==> src/rtl/classifier_flow_aging.sv <==
// Background flow aging scanner: walks the flow etime table and requests deletion of idle flows.
// Optional counters are enabled with `define CLASSIFIER_FLOW_AGING_STATS_EN.
module classifier_flow_aging #(
    parameter int VALUE_DEPTH_NBITS = 4,
    parameter int EXP_TIME_NBITS    = 16,
    parameter int REAL_TIME_NBITS   = 32,
    parameter int FID_NBITS         = 16,
    parameter int INTERVAL_NBITS    = 24
) (
    input  logic                         clk,
    input  logic                         rst,
    input  logic                         aging_en,
    input  logic [EXP_TIME_NBITS-1:0]    aging_timeout,
    input  logic [INTERVAL_NBITS-1:0]    scan_interval,
    input  logic [REAL_TIME_NBITS-1:0]   current_time,
    output logic                         flow_etime_rd,
    output logic [VALUE_DEPTH_NBITS-1:0] flow_etime_raddr,
    input  logic                         flow_etime_ack,
    input  logic [EXP_TIME_NBITS-1:0]    flow_etime_rdata,
    output logic                         aging_valid,
    output logic [FID_NBITS-1:0]         aging_fid,
    input  logic                         aging_ready,
    output logic                         aging_busy
`ifdef CLASSIFIER_FLOW_AGING_STATS_EN
    ,
    output logic [31:0]                  aging_expired_cnt,
    output logic [31:0]                  aging_pass_cnt
`endif
);

    localparam logic [2:0] ST_IDLE = 3'd0;
    localparam logic [2:0] ST_READ = 3'd1;
    localparam logic [2:0] ST_WAIT = 3'd2;
    localparam logic [2:0] ST_CMP  = 3'd3;
    localparam logic [2:0] ST_EMIT = 3'd4;
    localparam logic [2:0] ST_NEXT = 3'd5;

    localparam logic [VALUE_DEPTH_NBITS-1:0] ADDR_ZERO = {VALUE_DEPTH_NBITS{1'b0}};
    localparam logic [VALUE_DEPTH_NBITS-1:0] ADDR_LAST = {VALUE_DEPTH_NBITS{1'b1}};
    localparam logic [VALUE_DEPTH_NBITS-1:0] ADDR_ONE  = {{(VALUE_DEPTH_NBITS-1){1'b0}}, 1'b1};
    localparam logic [INTERVAL_NBITS-1:0]    ICNT_ZERO = {INTERVAL_NBITS{1'b0}};
    localparam logic [INTERVAL_NBITS-1:0]    ICNT_ONE  = {{(INTERVAL_NBITS-1){1'b0}}, 1'b1};
    localparam logic [EXP_TIME_NBITS-1:0]    ETIME_ZERO = {EXP_TIME_NBITS{1'b0}};

    logic [2:0]                   state_q, state_d;
    logic [INTERVAL_NBITS-1:0]    icnt_q, icnt_d;
    logic [VALUE_DEPTH_NBITS-1:0] addr_q, addr_d;
    logic [EXP_TIME_NBITS-1:0]    rdata_q, rdata_d;
    logic [EXP_TIME_NBITS-1:0]    now_q, now_d;
    logic                         rd_q, valid_q, busy_q;
    logic [VALUE_DEPTH_NBITS-1:0] raddr_q;
    logic [FID_NBITS-1:0]         fid_q;
    logic [EXP_TIME_NBITS-1:0]    age_s;
    logic                         expired_s;

    // Modular subtraction makes a timestamp wrap-around look like a small age.
    assign age_s     = now_q - rdata_q;
    assign expired_s = (rdata_q != ETIME_ZERO) && (age_s > aging_timeout);

    // Scan sequencer next-state logic.
    always_comb begin
        state_d = state_q;
        icnt_d  = icnt_q;
        addr_d  = addr_q;
        rdata_d = rdata_q;
        now_d   = now_q;
        case (state_q)
            ST_IDLE: begin
                if (!aging_en) begin
                    icnt_d = ICNT_ZERO;
                end else if (icnt_q >= scan_interval) begin
                    icnt_d  = ICNT_ZERO;
                    state_d = ST_READ;
                end else begin
                    icnt_d = icnt_q + ICNT_ONE;
                end
            end
            ST_READ: state_d = ST_WAIT;
            ST_WAIT: begin
                if (flow_etime_ack) begin
                    rdata_d = flow_etime_rdata;
                    now_d   = current_time[REAL_TIME_NBITS-1 -: EXP_TIME_NBITS];
                    state_d = ST_CMP;
                end else begin
                    state_d = ST_WAIT;
                end
            end
            ST_CMP: begin
                if (expired_s) begin
                    state_d = ST_EMIT;
                end else begin
                    state_d = ST_NEXT;
                end
            end
            ST_EMIT: begin
                if (aging_ready) begin
                    state_d = ST_NEXT;
                end else begin
                    state_d = ST_EMIT;
                end
            end
            ST_NEXT: begin
                // A disable request takes effect only once the current entry is done.
                if ((addr_q == ADDR_LAST) || !aging_en) begin
                    addr_d  = ADDR_ZERO;
                    icnt_d  = ICNT_ZERO;
                    state_d = ST_IDLE;
                end else begin
                    addr_d  = addr_q + ADDR_ONE;
                    state_d = ST_READ;
                end
            end
            default: state_d = ST_IDLE;
        endcase
    end

    // State and registered outputs, all decoded from next state.
    always_ff @(posedge clk or posedge rst) begin
        if (rst) begin
            state_q <= ST_IDLE;
            icnt_q  <= ICNT_ZERO;
            addr_q  <= ADDR_ZERO;
            rdata_q <= ETIME_ZERO;
            now_q   <= ETIME_ZERO;
            rd_q    <= 1'b0;
            valid_q <= 1'b0;
            busy_q  <= 1'b0;
            raddr_q <= ADDR_ZERO;
            fid_q   <= {FID_NBITS{1'b0}};
        end else begin
            state_q <= state_d;
            icnt_q  <= icnt_d;
            addr_q  <= addr_d;
            rdata_q <= rdata_d;
            now_q   <= now_d;
            rd_q    <= (state_d == ST_READ);
            valid_q <= (state_d == ST_EMIT);
            busy_q  <= (state_d != ST_IDLE);
            raddr_q <= addr_d;
            fid_q   <= FID_NBITS'(addr_d);
        end
    end

    assign flow_etime_rd    = rd_q;
    assign flow_etime_raddr = raddr_q;
    assign aging_valid      = valid_q;
    assign aging_fid        = fid_q;
    assign aging_busy       = busy_q;

`ifdef CLASSIFIER_FLOW_AGING_STATS_EN
    logic [31:0] exp_cnt_q, pass_cnt_q;

    // Saturating statistics counters.
    always_ff @(posedge clk or posedge rst) begin
        if (rst) begin
            exp_cnt_q  <= 32'd0;
            pass_cnt_q <= 32'd0;
        end else begin
            if ((state_q == ST_EMIT) && aging_ready && (exp_cnt_q != 32'hFFFF_FFFF)) begin
                exp_cnt_q <= exp_cnt_q + 32'd1;
            end else begin
                exp_cnt_q <= exp_cnt_q;
            end
            if ((state_q == ST_NEXT) && (addr_q == ADDR_LAST) && (pass_cnt_q != 32'hFFFF_FFFF)) begin
                pass_cnt_q <= pass_cnt_q + 32'd1;
            end else begin
                pass_cnt_q <= pass_cnt_q;
            end
        end
    end

    assign aging_expired_cnt = exp_cnt_q;
    assign aging_pass_cnt    = pass_cnt_q;
`endif

endmodule

==> config.mk <==
export PLATFORM = sky130hd
export DESIGN_NAME = classifier_flow_aging
export DESIGN_NICKNAME = d
export VERILOG_FILES = /design/src/rtl/classifier_flow_aging.sv
export SDC_FILE = /design/constraint.sdc
export NUM_CORES = 1
export LEC_CHECK = 0
export BUFFER_PORTS_ARGS = -buffer_cell sky130_fd_sc_hd__clkbuf_2
export CAP_MARGIN = 15
export CORE_MARGIN = 2
export CORE_UTILIZATION = 53
export DETAILED_ROUTE_END_ITERATION = 16
export HOLD_SLACK_MARGIN = 0.15
export PLACE_DENSITY = 0.83
export SKIP_CTS_REPAIR_TIMING = 1
export SLEW_MARGIN = 20
export SYNTH_ARGS = -nofsm -noshare
export SYNTH_HDL_FRONTEND = slang
export SYNTH_SLANG_ARGS = --single-unit
==> constraint.sdc <==
create_clock -name clk -period 7.1 [get_ports clk]
set_input_delay 1.42 -clock clk [delete_from_list [all_inputs] [get_ports clk]]
set_output_delay 1.42 -clock clk [all_outputs]
set_load 0.01 [all_outputs]
* Word level (Yosys, flattened, before mapping)
Index checks and enable logic that the tools add are counted.
** Word-level totals
- Flip-flop bits (word level) :: 66
- Bits in latches :: 0
- Bits in writable memories :: 0
- Bits in read-only memories :: 0
- Input bits :: 93
- Output and inout bits :: 23
- Memories kept :: 0
** Operators by class
- Add/subtract/negate cells :: 3
- Multipliers :: 0
- Divide/modulo/power cells :: 0
- Magnitude comparators :: 2
- Equality and inequality tests :: 9
- Shift-type cells :: 0
- Mux-type cells :: 12
- Bitwise operators :: 0
- Reduce and logical (&&, ||, !) cells :: 9
** Operators with widths (number)
- 24-bit two-way mux :: 3
- 24-bit case mux with 2 select lines :: 1
- 24-bit by 1-bit adder with 24-bit output, second input constant :: 1
- 24-bit greater-or-equal comparator :: 1
- 3-bit case mux with 6 select lines :: 1
- 16-bit greater-than comparator :: 1
- 16-bit nonzero test :: 1
- 16-bit subtractor :: 1
- 3-bit equality test, second input constant :: 3
- 3-bit by 1-bit equality test with 1-bit output, second input constant :: 2
- 3-bit by 2-bit equality test with 1-bit output, second input constant :: 2
- 3-bit two-way mux :: 2
- 4-bit by 1-bit adder with 4-bit output, second input constant :: 1
- 4-bit equality test, second input constant :: 1
- 1-bit two-way mux :: 4
- 4-bit two-way mux :: 1
- 2-bit AND reduction :: 2
- 3-bit logical NOT :: 1
- 3-bit nonzero test :: 1
- 2-bit inequality test, second input constant :: 1
- 2-bit nonzero test :: 1
- 1-bit logical AND :: 1
- 1-bit logical NOT :: 1
- 1-bit logical OR :: 1

* Longest topological paths before layout
- Depth in word-level cells :: 6
- Gate-level depth with buffers :: 18
- Mapped depth without buffers :: 18

* Worst setup path after synthesis
Ideal clock, no wire load.
- Kind :: register to register
- From :: reg rdata_q[0]
- To :: reg busy_q, in the netlist aging_busy
- Setup time :: 0.119 ns
- Arrival time :: 3.227 ns
- Data required time :: 6.981 ns
- Setup slack :: 3.754 ns
- Cell stages (with the launch flop) :: 17
- Clock period less this slack :: 3.346 ns
- Cell sequence :: dfrtp_1 ha_1 fa_1 nor2b_1 o2111ai_1 a21oi_1 o31ai_1 o21bai_1 a21oi_1 xnor2_1 ha_1 and4_1 nand3_1 a211oi_1 a211oi_1 a311oi_1 a21bo_2
** On the way
- Cells in the longest elaborated chain, start to end :: 6
- Elaborated cells between the ends (all ways) :: 7
- Classes of those cells :: add/sub (1); order compare (1); mux (2); reduce/logical (3)
** Ends and longest elaborated chain
- from (decl) :: line 48 : logic [EXP_TIME_NBITS-1:0] rdata_q, rdata_d;
- from (signal assigned) :: line 134 : rdata_q <= rdata_d;
- 16-bit subtractor :: line 57 : assign age_s = now_q - rdata_q;
- 16-bit greater-than comparator :: line 58 : assign expired_s = (rdata_q != ETIME_ZERO) && (age_s > aging_timeout);
- 1-bit logical AND * :: line 58
- 1-bit two-way mux * :: line 89 : if (expired_s) begin
- 3-bit case mux with 6 select lines * :: line 67 : case (state_q)
- 3-bit nonzero test * :: line 138 : busy_q <= (state_d != ST_IDLE);
- to (signal assigned) :: line 138
- to (decl) :: line 50 : logic rd_q, valid_q, busy_q;
Every way passes the cells marked *; elsewhere a longest branch is shown, timed or not.
A chain may end at the register's enable or synchronous reset.

* Worst setup path after layout
Ends and elaborated chain as after synthesis.

==> implementation parameters <==
Parameter                              Value

STA
  Number of hold violations in the final report    0
  Clock period minus final worst setup slack    3890 ps
  Setup tns final    0 ps
  Worst hold slack    516 ps
  Max Slew Vio Count    0
  Crit path setup slack, layout    about 3200 ps
  Unrepaired setup endpoints after global routing    no
  Actual slew at the worst max-slew pin    820 ps
  Slew headroom    between 40 and 50%
  Worst-case clock skew    ~12 ps
  Ratio of final minimum period to clock period    roughly 55%
  Total setup violations reported at the end of the flow    0
  Fmax    257 MHz

Setup path
  CP Launch Type    register
  R2R Path Start    rdata_q[0]
  FF-to-FF setup slack    ~3200 ps
  Data arrival time of the critical path    around 4100 ps
  Type of the worst setup path    reg -> reg
  Reg-to-reg critical path endpoint    aging_busy
  Required @ worst endpoint    approximately 7300 ps
  Crit end category    register
  Worst-path maximum fanout    3
  Depth of the most critical reg-to-reg path    16

Placement
  Cell Count Post-Placement    ~730
  Routability-driven placement congestion ratio    slightly below 0.9
  Number of port buffers    87
  Total half-perimeter wirelength after legalization and detailed placement    approximately 8400 um
  DP Worst Slack    around 3300 ps

Yosys
  Yosys reg bits    66
  Commonest register cell after synthesis    dfrtp_1
  Async S/R FF share, synth    100%
  Synth warn    0
  Sequential-to-total area share from yosys stat    33.7%
  Post-synthesis instance area    ~4900 um^2
  Number of enable flip-flop cells after synthesis    0
  Proportion of netlist area held by the largest area contributor    roughly a third
  Cell accounting for the most synthesized area    dfrtp_1
  Biggest area contributors in the synthesized netlist    dfrtp_1, ha_1, inv_1
  Most common library cells after synthesis    dfrtp_1, inv_1, nand2_1, ha_1, o21ai_0
  Most frequent cell after synthesis    dfrtp_1
  Number of cells produced by synthesis    roughly 540
  Number of library cell types mapped by synthesis    60
  Mapped Avg Cell Area    roughly 9 um^2

Drt
  Remaining antenna violation count after routing    0
  Vias per cell    5.67
  Average wire per standard cell    roughly 15 um
  Total wire length    11300 um
  Total vias in the final route    between 4000 and 5000
  Detailed-routing iteration count for the pre-antenna-repair pass    6
  Post-route DRC violation count    0
  Detailed Route Iter0 Violations    approximately 220

Power
  Logic pwr share    about three fifths
  Worst vdd rail ir drop    slightly above 0.0003 V
  Pleak    2.86 nW
  Power density normalized to cell area    about 430 nW/um^2
  Clock network power share    between 10% and 20%
  Net switching power figure    between 0.001 and 0.0015 W
  Sequential power share    between 20% and 30%
  Internal Dissipation    0.00132 W
  Sw Ratio    45.0%

Global route
  Number of antenna violations at the first check in global routing    0
  Maximum number of pins on one net before global-route repair    between 60 and 70
  Via count of the first global-routing pass    between 4000 and 5000
  Residual overflow from global routing    0
  Gr usage total    a little under a quarter
  First-pass GRT wire length    18800 um

Die
  Core Footprint    9110 um^2
  Floorplan die height    about 100 um
  Effective utilization at floorplan    53.8%
  Overall die area    10000 um^2
  Count of standard-cell rows    35
  Boundary pin count    116
  Overall die width    between 100 and 150 um

Clock network
  Number of buffers between clock root and the deepest sink    2
  Number of sinks driven by the clock tree    66
  CTS root buffer    clkbuf_8
  Clock latency on the worst-skew pair    about 350 ps
  Clock slew at reported path FFs    70 ps
  Number of CTS-inserted buffers    9
  Clock tree from TritonCTS    yes
  # H-tree levels    3

Min path
  Number of cells on the worst hold path    1
  Hold path startpoint    now_q[9]
  Type of the most critical hold path    reg -> reg
  Sink of the worst hold path    now_q[9]

Cells and area
  Antenna cell count    0
  Share of cells above drive strength 1    around 22%
  Layout Utilization    roughly three fifths
  Layout net count    ~780
  Filler cell count    798
  Synthesis-to-layout area growth    12.7%
  Final non-filler cell total    740

Run
  Max-cap violation count    0

Run status
  Run status    finished clean
power groups by stage:
stage                     clock network, W  logic, W  registers [W]
after floorplan                          0   0.00116       0.000570
after global placement                   0   0.00133       0.000603
after detailed placement                 0   0.00142       0.000611
after CTS                         0.000315   0.00145       0.000603
after global routing              0.000334   0.00165       0.000620
final                             0.000315   0.00148       0.000604
cell families (layout without fill, tap and decap cells):
| logic type | after synthesis | after routing | synth area share (%) |
|---|---|---|---|
| AOI/OAI and AO/OA | 135 | 135 | 17.6 |
| DFF | 66 | 66 | 33.7 |
| muxes | 17 | 17 | 3.88 |
| adders and majority gates | 58 | 58 | 14.9 |
| other | 1 | 12 | 0.0765 |
| and+or+nand+nor | 152 | 152 | 17.0 |
| xor gates and xnor gates | 21 | 21 | 3.75 |
| buffers and inverters | 93 | 168 | 9.08 |
layer usage:
| layer | vias up | wire, um | global-route usage, % |
|---|---|---|---|
| li1 | 2059 | - | - |
| met1 | 1968 | 4710 | 27.4 |
| met2 | 147 | 5840 | 43.2 |
| met3 | 25 | 493 | 2.79 |
| met4 | 0 | 200 | 8.43 |
| met5 | - | 0 | 0 |
sequential cells by signal, indices dropped and copies added (netlist names):
name           cells
now_q             16
aging_busy         1
aging_valid        1
rdata_q           16
flow_etime_rd      1
state_q            3
aging_fid          4
icnt_q            24
through the flow:
stage / instance area [um^2] / total power, W
global route: 5530 / 0.00260
finish: 5530 / 0.00240
floorplan: 4950 / 0.00173
detailed placement: 5340 / 0.00203
CTS: 5520 / 0.00237
global placement: 5340 / 0.00194
how the worst max path moves through the flow:
stage | startpoint | depth (start not counted) | slack [ps] | end
6_report | rdata_q[0] | 16 | 3210 | aging_busy
5_1_grt | rdata_q[0] | 17 | 2960 | aging_valid
3_5_place_dp | rdata_q[0] | 16 | 3290 | aging_busy
3_3_place_gp | rdata_q[0] | 16 | 3350 | aging_busy
4_1_cts | rdata_q[0] | 16 | 3240 | aging_busy
2_1_floorplan | rdata_q[0] | 16 | 3750 | aging_busy
critical path: stages, from the launching register on:
cell       delay (ps)
dfrtp_1           410
ha_1              240
fa_1              400
nor2b_1           210
o2111ai_1         180
a21oi_1           280
o31ai_1           160
o21bai_1          140
a21oi_1           100
xnor2_1           130
ha_1              310
and4_1            190
nand3_1           120
a211oi_1          210
a211oi_1           90
a311oi_1          330
a21bo_2           270
area by class of cell:
type | count | area, um^2 | area share [%]
Multi-Input combinational cell | 395 | 2860 | 51.8
Sequential cell | 66 | 1650 | 29.9
Timing Repair Buffer | 89 | 450 | 8.15
Inverter | 64 | 240 | 4.35
Clock buffer | 12 | 145 | 2.63
Tap cell | 111 | 139 | 2.51
Clock inverter | 3 | 40.0 | 0.724
layout by cell type, fill, tap and decap left out, types with 12 or more instances in the layout:
master,n
clkbuf_2,87
dfrtp_1,66
inv_1,63
nand2_1,59
ha_1,57
o21ai_0,33
a21oi_1,31
nor2_1,20
xnor2_1,16
mux2_2,16
a31oi_1,16
nand3_1,15
conb_1,12
Note: power is estimated with default switching activity, not from simulation.
